File: src/rtl/net_config.sv
// Shared configuration for the classifier datapath: frame size, bus widths, loader states.
package net_config;

  localparam int unsigned NUM_PIXELS = 784;
  localparam int unsigned PIX_W      = 8;
  localparam int unsigned IDX_W      = 4;

  // Result index reported when no classification is available.
  localparam logic [IDX_W-1:0] IDX_NONE = 4'hF;

  typedef enum logic [2:0] {
    IDLE,
    CLEAR,
    LOAD,
    DRAIN,
    START,
    SETTLE,
    WAIT,
    RESULT
  } loader_state_t;

endpackage

File: src/rtl/image_loader_if.sv
// Pixel stream, net_proc memory/control and result handshake of the image loader.
interface image_loader_if;
  import net_config::*;

  // Pixel stream in
  logic             s_valid;
  logic             s_ready;
  logic [PIX_W-1:0] s_data;
  logic             s_last;

  // Data memory write port towards net_proc
  logic             mem_rst;
  logic             mem_we;
  logic [PIX_W-1:0] mem_wdata;

  // net_proc control
  logic             proc_start;
  logic             proc_done;
  logic [IDX_W-1:0] proc_idx;

  // Result out
  logic             res_valid;
  logic             res_ready;
  logic [IDX_W-1:0] res_idx;
  logic             res_err;

  // Loader side
  modport slave (
    input  s_valid, s_data, s_last, proc_done, proc_idx, res_ready,
    output s_ready, mem_rst, mem_we, mem_wdata, proc_start, res_valid, res_idx, res_err
  );

  // Environment side: stream source, net_proc and result sink
  modport master (
    output s_valid, s_data, s_last, proc_done, proc_idx, res_ready,
    input  s_ready, mem_rst, mem_we, mem_wdata, proc_start, res_valid, res_idx, res_err
  );

endinterface

File: src/rtl/image_loader.sv
// Loads one pixel frame into net_proc memory, runs net_proc and reports the classified digit.
module image_loader #(
  parameter int unsigned NUM_PIXELS     = net_config::NUM_PIXELS,
  parameter int unsigned TIMEOUT_CYCLES = 2**20
) (
  input  logic           clk,
  input  logic           rst_n,
  image_loader_if.slave  bus
);

  localparam int unsigned CNT_W = (NUM_PIXELS > 1)     ? $clog2(NUM_PIXELS)     : 1;
  localparam int unsigned TMO_W = (TIMEOUT_CYCLES > 1) ? $clog2(TIMEOUT_CYCLES) : 1;
  localparam int unsigned PIX_W = net_config::PIX_W;
  localparam int unsigned IDX_W = net_config::IDX_W;

  localparam logic [CNT_W-1:0] CNT_LAST = CNT_W'(NUM_PIXELS - 1);
  localparam logic [TMO_W-1:0] TMO_LAST = TMO_W'(TIMEOUT_CYCLES - 1);

  net_config::loader_state_t state_q, state_d;

  logic [CNT_W-1:0] cnt_q, cnt_d;
  logic             err_q, err_d;
  logic             settle_q, settle_d;
  logic [TMO_W-1:0] tmo_q, tmo_d;

  logic             s_ready_q, s_ready_d;
  logic             mem_rst_q, mem_rst_d;
  logic             mem_we_q, mem_we_d;
  logic [PIX_W-1:0] mem_wdata_q, mem_wdata_d;
  logic             proc_start_q, proc_start_d;
  logic             res_valid_q, res_valid_d;
  logic [IDX_W-1:0] res_idx_q, res_idx_d;
  logic             res_err_q, res_err_d;

  logic             beat_c;

  // s_ready_q mirrors "state is LOAD or DRAIN", so this is the stream handshake.
  assign beat_c = bus.s_valid && s_ready_q;

  // State register
  always_ff @(posedge clk or negedge rst_n) begin
    if (!rst_n) begin
      state_q <= net_config::IDLE;
    end else begin
      state_q <= state_d;
    end
  end

  // Next-state, counters and registered output values
  always_comb begin
    state_d     = state_q;
    cnt_d       = cnt_q;
    err_d       = err_q;
    settle_d    = settle_q;
    tmo_d       = tmo_q;
    mem_we_d    = 1'b0;
    mem_wdata_d = mem_wdata_q;
    res_idx_d   = res_idx_q;
    res_err_d   = res_err_q;

    unique case (state_q)
      net_config::IDLE: begin
        // The waking beat is left on the bus and taken in LOAD.
        if (bus.s_valid) begin
          state_d = net_config::CLEAR;
        end
      end

      net_config::CLEAR: begin
        cnt_d   = '0;
        err_d   = 1'b0;
        state_d = net_config::LOAD;
      end

      net_config::LOAD: begin
        if (beat_c) begin
          mem_we_d    = 1'b1;
          mem_wdata_d = bus.s_data;
          if (cnt_q == CNT_LAST) begin
            if (bus.s_last) begin
              state_d = net_config::START;
            end else begin
              // Frame too long: memory is full, discard the rest but still classify.
              err_d   = 1'b1;
              state_d = net_config::DRAIN;
            end
          end else if (bus.s_last) begin
            // Frame too short: nothing sensible to classify.
            err_d     = 1'b1;
            res_err_d = 1'b1;
            res_idx_d = net_config::IDX_NONE;
            state_d   = net_config::RESULT;
          end else begin
            cnt_d = cnt_q + CNT_W'(1);
          end
        end
      end

      net_config::DRAIN: begin
        if (beat_c && bus.s_last) begin
          state_d = net_config::START;
        end
      end

      net_config::START: begin
        settle_d = 1'b0;
        state_d  = net_config::SETTLE;
      end

      net_config::SETTLE: begin
        // net_proc may still show done from the previous run for a couple of cycles.
        if (settle_q) begin
          tmo_d   = '0;
          state_d = net_config::WAIT;
        end else begin
          settle_d = 1'b1;
        end
      end

      net_config::WAIT: begin
        if (bus.proc_done) begin
          res_idx_d = bus.proc_idx;
          res_err_d = err_q;
          state_d   = net_config::RESULT;
        end else if (tmo_q == TMO_LAST) begin
          err_d     = 1'b1;
          res_err_d = 1'b1;
          res_idx_d = net_config::IDX_NONE;
          state_d   = net_config::RESULT;
        end else begin
          tmo_d = tmo_q + TMO_W'(1);
        end
      end

      net_config::RESULT: begin
        if (bus.res_ready) begin
          state_d = net_config::IDLE;
        end
      end

      default: begin
        state_d = net_config::IDLE;
      end
    endcase

    // Moore-style outputs derived from the next state so they line up with state_q.
    s_ready_d   = (state_d == net_config::LOAD) || (state_d == net_config::DRAIN);
    mem_rst_d   = (state_d == net_config::CLEAR);
    res_valid_d = (state_d == net_config::RESULT);
    // Issued the cycle after START so it trails the final memory write by one cycle.
    proc_start_d = (state_q == net_config::START);
  end

  // Datapath and output registers
  always_ff @(posedge clk or negedge rst_n) begin
    if (!rst_n) begin
      cnt_q        <= '0;
      err_q        <= 1'b0;
      settle_q     <= 1'b0;
      tmo_q        <= '0;
      s_ready_q    <= 1'b0;
      mem_rst_q    <= 1'b0;
      mem_we_q     <= 1'b0;
      mem_wdata_q  <= '0;
      proc_start_q <= 1'b0;
      res_valid_q  <= 1'b0;
      res_idx_q    <= '0;
      res_err_q    <= 1'b0;
    end else begin
      cnt_q        <= cnt_d;
      err_q        <= err_d;
      settle_q     <= settle_d;
      tmo_q        <= tmo_d;
      s_ready_q    <= s_ready_d;
      mem_rst_q    <= mem_rst_d;
      mem_we_q     <= mem_we_d;
      mem_wdata_q  <= mem_wdata_d;
      proc_start_q <= proc_start_d;
      res_valid_q  <= res_valid_d;
      res_idx_q    <= res_idx_d;
      res_err_q    <= res_err_d;
    end
  end

  assign bus.s_ready    = s_ready_q;
  assign bus.mem_rst    = mem_rst_q;
  assign bus.mem_we     = mem_we_q;
  assign bus.mem_wdata  = mem_wdata_q;
  assign bus.proc_start = proc_start_q;
  assign bus.res_valid  = res_valid_q;
  assign bus.res_idx    = res_idx_q;
  assign bus.res_err    = res_err_q;

endmodule

File: src/flat_wrapper.sv
// flat-port wrapper written by rule: the top's interface ports become plain ports
module image_loader_flat 
#(
  parameter int unsigned NUM_PIXELS     = net_config::NUM_PIXELS,
  parameter int unsigned TIMEOUT_CYCLES = 2**20
)
  (clk, rst_n, bus_s_valid, bus_s_data, bus_s_last, bus_proc_done, bus_proc_idx, bus_res_ready, bus_s_ready, bus_mem_rst, bus_mem_we, bus_mem_wdata, bus_proc_start, bus_res_valid, bus_res_idx, bus_res_err);
  image_loader_if bus_i ();
  input  logic clk;
  input  logic rst_n;
  input wire logic [$bits(bus_i.s_valid)-1:0] bus_s_valid;
  input wire logic [$bits(bus_i.s_data)-1:0] bus_s_data;
  input wire logic [$bits(bus_i.s_last)-1:0] bus_s_last;
  input wire logic [$bits(bus_i.proc_done)-1:0] bus_proc_done;
  input wire logic [$bits(bus_i.proc_idx)-1:0] bus_proc_idx;
  input wire logic [$bits(bus_i.res_ready)-1:0] bus_res_ready;
  output wire logic [$bits(bus_i.s_ready)-1:0] bus_s_ready;
  output wire logic [$bits(bus_i.mem_rst)-1:0] bus_mem_rst;
  output wire logic [$bits(bus_i.mem_we)-1:0] bus_mem_we;
  output wire logic [$bits(bus_i.mem_wdata)-1:0] bus_mem_wdata;
  output wire logic [$bits(bus_i.proc_start)-1:0] bus_proc_start;
  output wire logic [$bits(bus_i.res_valid)-1:0] bus_res_valid;
  output wire logic [$bits(bus_i.res_idx)-1:0] bus_res_idx;
  output wire logic [$bits(bus_i.res_err)-1:0] bus_res_err;
  assign bus_i.s_valid = bus_s_valid;
  assign bus_i.s_data = bus_s_data;
  assign bus_i.s_last = bus_s_last;
  assign bus_i.proc_done = bus_proc_done;
  assign bus_i.proc_idx = bus_proc_idx;
  assign bus_i.res_ready = bus_res_ready;
  assign bus_s_ready = bus_i.s_ready;
  assign bus_mem_rst = bus_i.mem_rst;
  assign bus_mem_we = bus_i.mem_we;
  assign bus_mem_wdata = bus_i.mem_wdata;
  assign bus_proc_start = bus_i.proc_start;
  assign bus_res_valid = bus_i.res_valid;
  assign bus_res_idx = bus_i.res_idx;
  assign bus_res_err = bus_i.res_err;
  image_loader #(.NUM_PIXELS(NUM_PIXELS), .TIMEOUT_CYCLES(TIMEOUT_CYCLES)) u_core (.clk(clk), .rst_n(rst_n), .bus(bus_i));
endmodule
File: config.mk
export PLATFORM = sky130hd
export DESIGN_NAME = image_loader_flat
export DESIGN_NICKNAME = d
export VERILOG_FILES = /design/src/rtl/net_config.sv /design/src/rtl/image_loader_if.sv /design/src/rtl/image_loader.sv /design/src/flat_wrapper.sv
export SDC_FILE = /design/constraint.sdc
export NUM_CORES = 1
export LEC_CHECK = 0
export ABC_AREA = 1
export CAP_MARGIN = 25
export CORE_MARGIN = 2
export CORE_UTILIZATION = 50
export CTS_CLUSTER_SIZE = 40
export DETAILED_ROUTE_END_ITERATION = 8
export HOLD_SLACK_MARGIN = 0.03
export PLACE_DENSITY = 0.76
export SYNTH_ARGS = -nofsm -noshare
export SYNTH_HDL_FRONTEND = slang
export SYNTH_SLANG_ARGS = --single-unit
File: constraint.sdc
create_clock -name clk -period 1.67 [get_ports clk]
set_input_delay 0.334 -clock clk [delete_from_list [all_inputs] [get_ports clk]]
set_output_delay 0.334 -clock clk [all_outputs]
set_load 0.02 [all_outputs]
==> flow_summary.toml, run 1 <==
[drt]
drcViolationCount = 0
wl_met3_um = 274
postRouteWirelength_um = 7318
routedWlPerCell_um = 13.11
vias_per_cell = 5.258
topRoutingLayerUsed = "met4"
initialDrtViolationCount = 170
ant_nets = 0
dr.pass1.iters = 5
wl_met1_um = 3080
via_count = 2934
wl_met2_um = 3795

[pwr]
p_switching_uw = 1924
powerDensity_nw_per_um2 = 1289
sw_frac_of_total_pct = 37.59
pwr-share-seq_pct = 33.7
irDropWorstVdd_mv = 1.183
pwr-share-clk_pct = 19.9
combPwrFrac_pct = 46.4
p_leak_uw = 0.001836
intPower_uw = 3195

[global_route]
grt_overflow = 0
grt_pass1_wl_um = 12250
grt_max_degree = 54
grt_use_total_pct = 23.71
grt_pass1_vias = 2852
antenna_found_initial = 0

[floorplanning]
die_w_um = 80.95
ios = 36
die_h_um = 80.95
rows = 28
core_area_um2 = 5816
dieArea_um2 = 6552
start_util_pct = 50.90

[finish]
area_delta_synth_final_pct = 34.19
fillers = 503
seq_area_um2 = 1328
final_nets = 502
finalNonFillerCells = 558
multiInputGateArea_um2 = 1538
drive_gt1_share_pct = 20.91
insertedDiodeCount = 0

[min_path]
hp-class = "reg -> reg"

[cts]
clock-sinks = 53
clk_pin_slew_ns = 0.09
cts_root_buf = "clkbuf_8"
clock_path_buffers = 2
htreeDepth = 2
cts_tree = "done"
numCtsBuffers = 5
clk_latency_ns = 0.31

[sta]
fin_skew_ns = 0.006748
period_needed_ns = 1.679
slew_violations = 0
grt_setup_unrepaired = "yes"
hold_viol = 0
slew_headroom_pct = 75.24
holdWs_ns = 0.4775
worstMarginPinSlew_ns = 0.3675
final-setup-viol-count = 2
post-route-period-util_pct = 100.5
fmax_mhz = 595.6
fin_ws_ns = -0.009108

[critical_path]
cp_max_fo = 9
end_kind = "flip-flop"
cp.arrival_ns = 1.87
cp.required_ns = 1.86
cp-start-kind = "flip-flop"
worstSetupPathType = "reg -> reg"

[run_status]
status = "finished, violations left"
failed_checks = "setup timing"

[yosys]
yosys_warnings = 0
ys_types = 34
syn_avg_cell_area_um2 = 7.328
syn_inst = 404
seq_area_frac_synth_pct = 44.80
synth.net_count = 424
syn_area_um2 = 2960
synth-seq-cells = 53

[placed_design]
gp_congestion = 0.8289
io_buffers = 35
hpwl_um = 5281
dp.cells = 541

[flow_run]
cap_violations = 0
[worst paths after layout]
path,start,end,slack (ns),cells past startpoint
setup / recovery,u_core.tmo_q[0]$_DFFE_PN0P_,u_core.tmo_q[18]$_DFFE_PN0P_,-0.009,10
hold / removal,u_core.bus.mem_wdata[1]$_DFFE_PN0P_,u_core.bus.mem_wdata[1]$_DFFE_PN0P_,0.48,2
setup reg to reg,u_core.tmo_q[0]$_DFFE_PN0P_,u_core.tmo_q[18]$_DFFE_PN0P_,-0.009,10
hold reg to reg,u_core.bus.mem_wdata[1]$_DFFE_PN0P_,u_core.bus.mem_wdata[1]$_DFFE_PN0P_,0.48,2
max in group asynchronous,rst_n,u_core.tmo_q[3]$_DFFE_PN0P_,0.86,3
min in group asynchronous,rst_n,u_core.tmo_q[15]$_DFFE_PN0P_,0.54,3
[layer usage]
metal / vias to the layer above / GRT usage, %
li1: 1473 / -
met1: 1382 / 28.53
met2: 64 / 43.47
met3: 15 / 3.556
met4: 0 / 7.288
met5: - / 0
[repair_timing]
action | 4_1_cts | 5_1_grt
endpoints found under the hold margin | 53 | 0
pin swaps | 9 | 7
cloned | 1 | 1
hold buffers | 1 | 0
gates resized for setup | 11 | 29
setup endpoints to repair | 23 | 38
setup buffers | 6 | 2
[Yosys cell counts]
master    instances  area, µm²
a21boi_1          1      7.510
a21o_1            1      7.510
a21oi_1          11      55.05
a31o_2            2      17.52
and3_1            1      6.260
buf_2             1      5.000
buf_4             2      15.01
buf_6             2      22.52
clkbuf_1          1      3.750
clkbuf_2          1      5.000
clkinv_1          1      3.750
clkinv_4          1      8.760
dfrtp_1          53       1326
ha_1              2      25.02
inv_1            34      127.6
inv_2             1      3.750
nand2_1         125      469.2
nand2_2           3      18.77
nand3_1          44      220.2
nand4_1          13      81.33
nor2_1           41      153.9
nor2_2            4      25.02
nor2_4            1      11.26
nor3_1            6      30.03
nor3b_1           2      15.01
nor4_1            1      6.260
o211ai_1          1      7.510
o21ai_0          25      125.1
o21ai_1           4      20.02
o21ai_2           1      8.760
o21bai_1          1      7.510
o31ai_1           1      7.510
or2_2            11      68.82
xor2_1            5      43.79
[kinds of logic after synthesis]
family,count (synthesis),synth area share (%)
and+or+nand+nor,252,37.36
xor gates and xnor gates,5,1.479
AOI/OAI and AO/OA,48,8.919
adders and majority gates,2,0.8452
DFF,53,44.80
buffers and inverters,44,6.592
[cells in the final DEF (no fill, tap or decap), types with 2 or more instances in the layout]
master,instances
nand4_1,13
nand2_4,3
nor2_4,2
ha_2,2
dfrtp_1,52
nand3_2,2
nor3_1,6
inv_1,34
a21oi_1,7
nand3_1,42
o21ai_2,4
a31o_2,2
nand2_2,10
nand2_1,115
or2_2,11
buf_12,3
clkdlybuf4s50_1,33
nor2_1,38
xor2_1,5
o21ai_1,6
buf_4,36
bufinv_16,2
nor2_2,6
o21ai_0,20
buf_6,2
a21oi_2,4
clkbuf_8,5
[per-stage QoR]
step | worst slack, ns | utilization [%] | area [µm²] | total power (µW) | TNS [ns]
after floorplan | 0.0008641 | - | 2960 | 2900 | 0
final | -0.009108 | 68.31 | 3973 | 5120 | -0.009766
after detailed placement | -0.1173 | 62.61 | 3641 | 3812 | -1.089
after CTS | -0.01787 | 66.78 | 3884 | 5001 | -0.1187
after global routing | -0.1359 | 68.31 | 3973 | 5458 | -2.636
after global placement | -0.05433 | 62.61 | 3641 | 3769 | -0.2424
[worst max-delay path, stage by stage (launching register included)]
cell,delay (ns)
dfrtp_1,0.37
ha_2,0.19
nand2_2,0.06
nor2_2,0.11
nand2_1,0.09
nor2_2,0.09
nand4_1,0.16
nand2_2,0.13
buf_6,0.13
clkbuf_16,0.15
o21ai_0,0.08
[area by class of cell]
cell class                      instances  share of cell area, %
Inverter                               37                  3.622
Sequential cell                        53                  33.42
Tap cell                               75                  2.362
Clock buffer                            5                  1.732
Clock inverter                          3                  1.638
Multi-Input combinational cell        307                  38.71
Timing Repair Buffer                   78                  18.52
[state kept, by name, indices dropped and copies added (netlist names)]
register,count
u_core.bus.res_err,1
u_core.bus.s_ready,1
u_core.bus.res_idx,4
u_core.bus.mem_we,1
u_core.bus.res_valid,1
u_core.bus.mem_rst,1
u_core.bus.mem_wdata,8
u_core.state_q,3
u_core.cnt_q,10
u_core.bus.proc_start,1
u_core.settle_q,1
u_core.tmo_q,20
u_core.err_q,1
[power by group through the flow]
| stage | Sequential [µW] | Combinational, µW | Clock (µW) |
|---|---|---|---|
| after global placement | 1750 | 2020 | 0 |
| final | 1730 | 2370 | 1020 |
| after detailed placement | 1760 | 2060 | 0 |
| after CTS | 1730 | 2230 | 1050 |
| after global routing | 1760 | 2600 | 1100 |
| after floorplan | 1960 | 944 | 0 |
(Power assumes the default switching activity.)
==> inputs of run 2 (changes only) <==
Settings changed: CORE_MARGIN 2 to unset, RECOVER_POWER set to 100.
==> run 2 against run 1 <==
- the run still ends with setup timing left
- global-route usage is 2.7 points higher
- wire length is 5.1% higher
- clock skew is 0.016 ns higher
- via count is 1.8% higher
- sequential power hardly changed
- count of clock-buffer cells in the layout is 1 higher
- combinational power hardly changed
- hold slack better by 0.0061 ns
- highest routed layer unchanged
==> flow_summary.toml, run 2 (synthesis results as in run 1) <==
[finish]
insertedDiodeCount = 0
drive_gt1_share_pct = 21.79
design_area_um2 = 3980
finalNonFillerCells = 563
area_delta_synth_final_pct = 34.45
final_common_cell = "nand2_1"
largest_reg_flops = 20
regMostFlops = "u_core.tmo_q"
final_nets = 510
most-common-layout-cells = "112 x nand2_1, 51 x dfrtp_1, 42 x nand3_1"

[drt]
ant_nets = 0
drcViolationCount = 0
via_count = 2986
vias_per_cell = 5.304
routedWlPerCell_um = 13.66
wl_met1_um = 3246
topRoutingLayerUsed = "met4"
dr.pass1.iters = 4
wl_met2_um = 3832
initialDrtViolationCount = 224
wl_met3_um = 361
postRouteWirelength_um = 7691

[critical_path]
worstSetupPathType = "reg -> reg"
end_kind = "flip-flop"
cp.arrival_ns = 2.08
cp.required_ns = 1.90
cp_max_fo = 4
cp-start-kind = "flip-flop"

[sta]
slew_headroom_pct = 24.58
fin_setup_tns_ns = -1.982
post-route-period-util_pct = 110.9
fmax_mhz = 540.1
slew_violations = 0
period_needed_ns = 1.851
final-setup-viol-count = 27
fin_skew_ns = 0.02259
hold_viol = 0
worstMarginPinSlew_ns = 1.131
fin_ws_ns = -0.1814
grt_setup_unrepaired = "yes"

[placed_design]
dp.cells = 538
hpwl_um = 5264
io_buffers = 35
gp_congestion = 0.8641
place_area_um2 = 3625

[floorplanning]
rows = 27
die_w_um = 78.95
start_util_pct = 52.79
dieArea_um2 = 6232
die_h_um = 78.95
ios = 36
core_area_um2 = 5608

[global_route]
grt_use_total_pct = 26.46
grt_overflow = 0
antenna_found_initial = 0
grt_pass1_vias = 2966
grt_max_degree = 28
grt_pass1_wl_um = 12880

[cts]
numCtsBuffers = 5
clk_pin_slew_ns = 0.12
clock_path_buffers = 2
htreeDepth = 2
clock-sinks = 53
cts_tree = "done"
clk_latency_ns = 0.32
cts_root_buf = "clkbuf_8"

[pwr]
powerDensity_nw_per_um2 = 1228
irDropWorstVdd_mv = 0.8911
p_leak_uw = 0.001832

[run_status]
status = "finished, violations left"
failed_checks = "setup timing"

[min_path]
hp-class = "reg -> reg"

[flow_run]
cap_violations = 0
==> run 2: cell types whose count changed in the layout (fill, tap and decap cells not counted), moves of 3 or more <==
cell,before,now
buf_4,36,40
a21oi_2,4,1
nand2_2,10,13
o21ai_0,20,14
nand2_1,115,112
clkbuf_1,0,4
o21ai_1,6,11
a21oi_1,7,10
==> run 2: through the flow <==
step                      total power (µW)  hold slack (ns)  utilization, %  setup slack [ns]
after floorplan                       2900          0.03841               -         0.0008641
after global placement                3744           0.3143           64.64          -0.07655
after detailed placement              3784           0.3163           64.64           -0.1556
after CTS                             4793           0.4879           69.23          -0.08756
after global routing                  5237           0.5139           70.97           -0.2456
final                                 4889           0.4837           70.97           -0.1814
==> run 2: power breakdown <==
group	leakage, µW	total [µW]	switching (µW)	internal [µW]
sequential	0.000693	1760	199	1560
combinational	0.00110	2390	1320	1070
clock	0.0000374	739	442	297
==> run 2: area by class of cell <==
cell class,count,area (µm²)
timing repair buffer,86,782.0
tap,72,90.09
inverter,37,143.9
fill,464,1628
clock buffer,6,72.57
sequential,53,1329
multi-input combinational,307,1548
clock inverter,2,15.01
==> run 2: per-layer routing <==
metal,global-route usage [%],up-vias
met5,0,-
met4,14.91,0
met3,3.793,20
met2,45.65,100
met1,31.58,1376
li1,-,1490
==> run 2: critical path, cell delays in order, from the launching register on <==
cell	delay (ns)
dfrtp_1	0.42
buf_4	0.13
buf_4	0.10
buf_4	0.12
nand3_1	0.17
inv_1	0.13
nand2_1	0.10
xor2_1	0.16
or2_2	0.28
o21ai_0	0.16
==> run 2: repair_timing <==
item                                    CTS  global route
gates cloned                              3             0
buffers inserted                          7             8
pin swaps                                 3             9
endpoints found under the setup margin   20            39
hold buffers                              1             0
resized for setup                        18            38
hold endpoints to repair                 16             0
==> run 2: final timing paths <==
| check | from | endpoint | slack [ns] | depth (start not counted) |
|---|---|---|---|---|
| min reg2reg | u_core.bus.mem_wdata[4]$_DFFE_PN0P_ | u_core.bus.mem_wdata[4]$_DFFE_PN0P_ | 0.48 | 2 |
| min in group asynchronous | rst_n | u_core.tmo_q[19]$_DFFE_PN0P_ | 0.74 | 2 |
| max | u_core.tmo_q[1]$_DFFE_PN0P_ | u_core.tmo_q[7]$_DFFE_PN0P_ | -0.18 | 9 |
| min | u_core.bus.mem_wdata[4]$_DFFE_PN0P_ | u_core.bus.mem_wdata[4]$_DFFE_PN0P_ | 0.48 | 2 |
| max in group asynchronous | rst_n | u_core.state_q[1]$_DFF_PN0_ | 0.15 | 3 |
| max reg2reg | u_core.tmo_q[1]$_DFFE_PN0P_ | u_core.tmo_q[7]$_DFFE_PN0P_ | -0.18 | 9 |
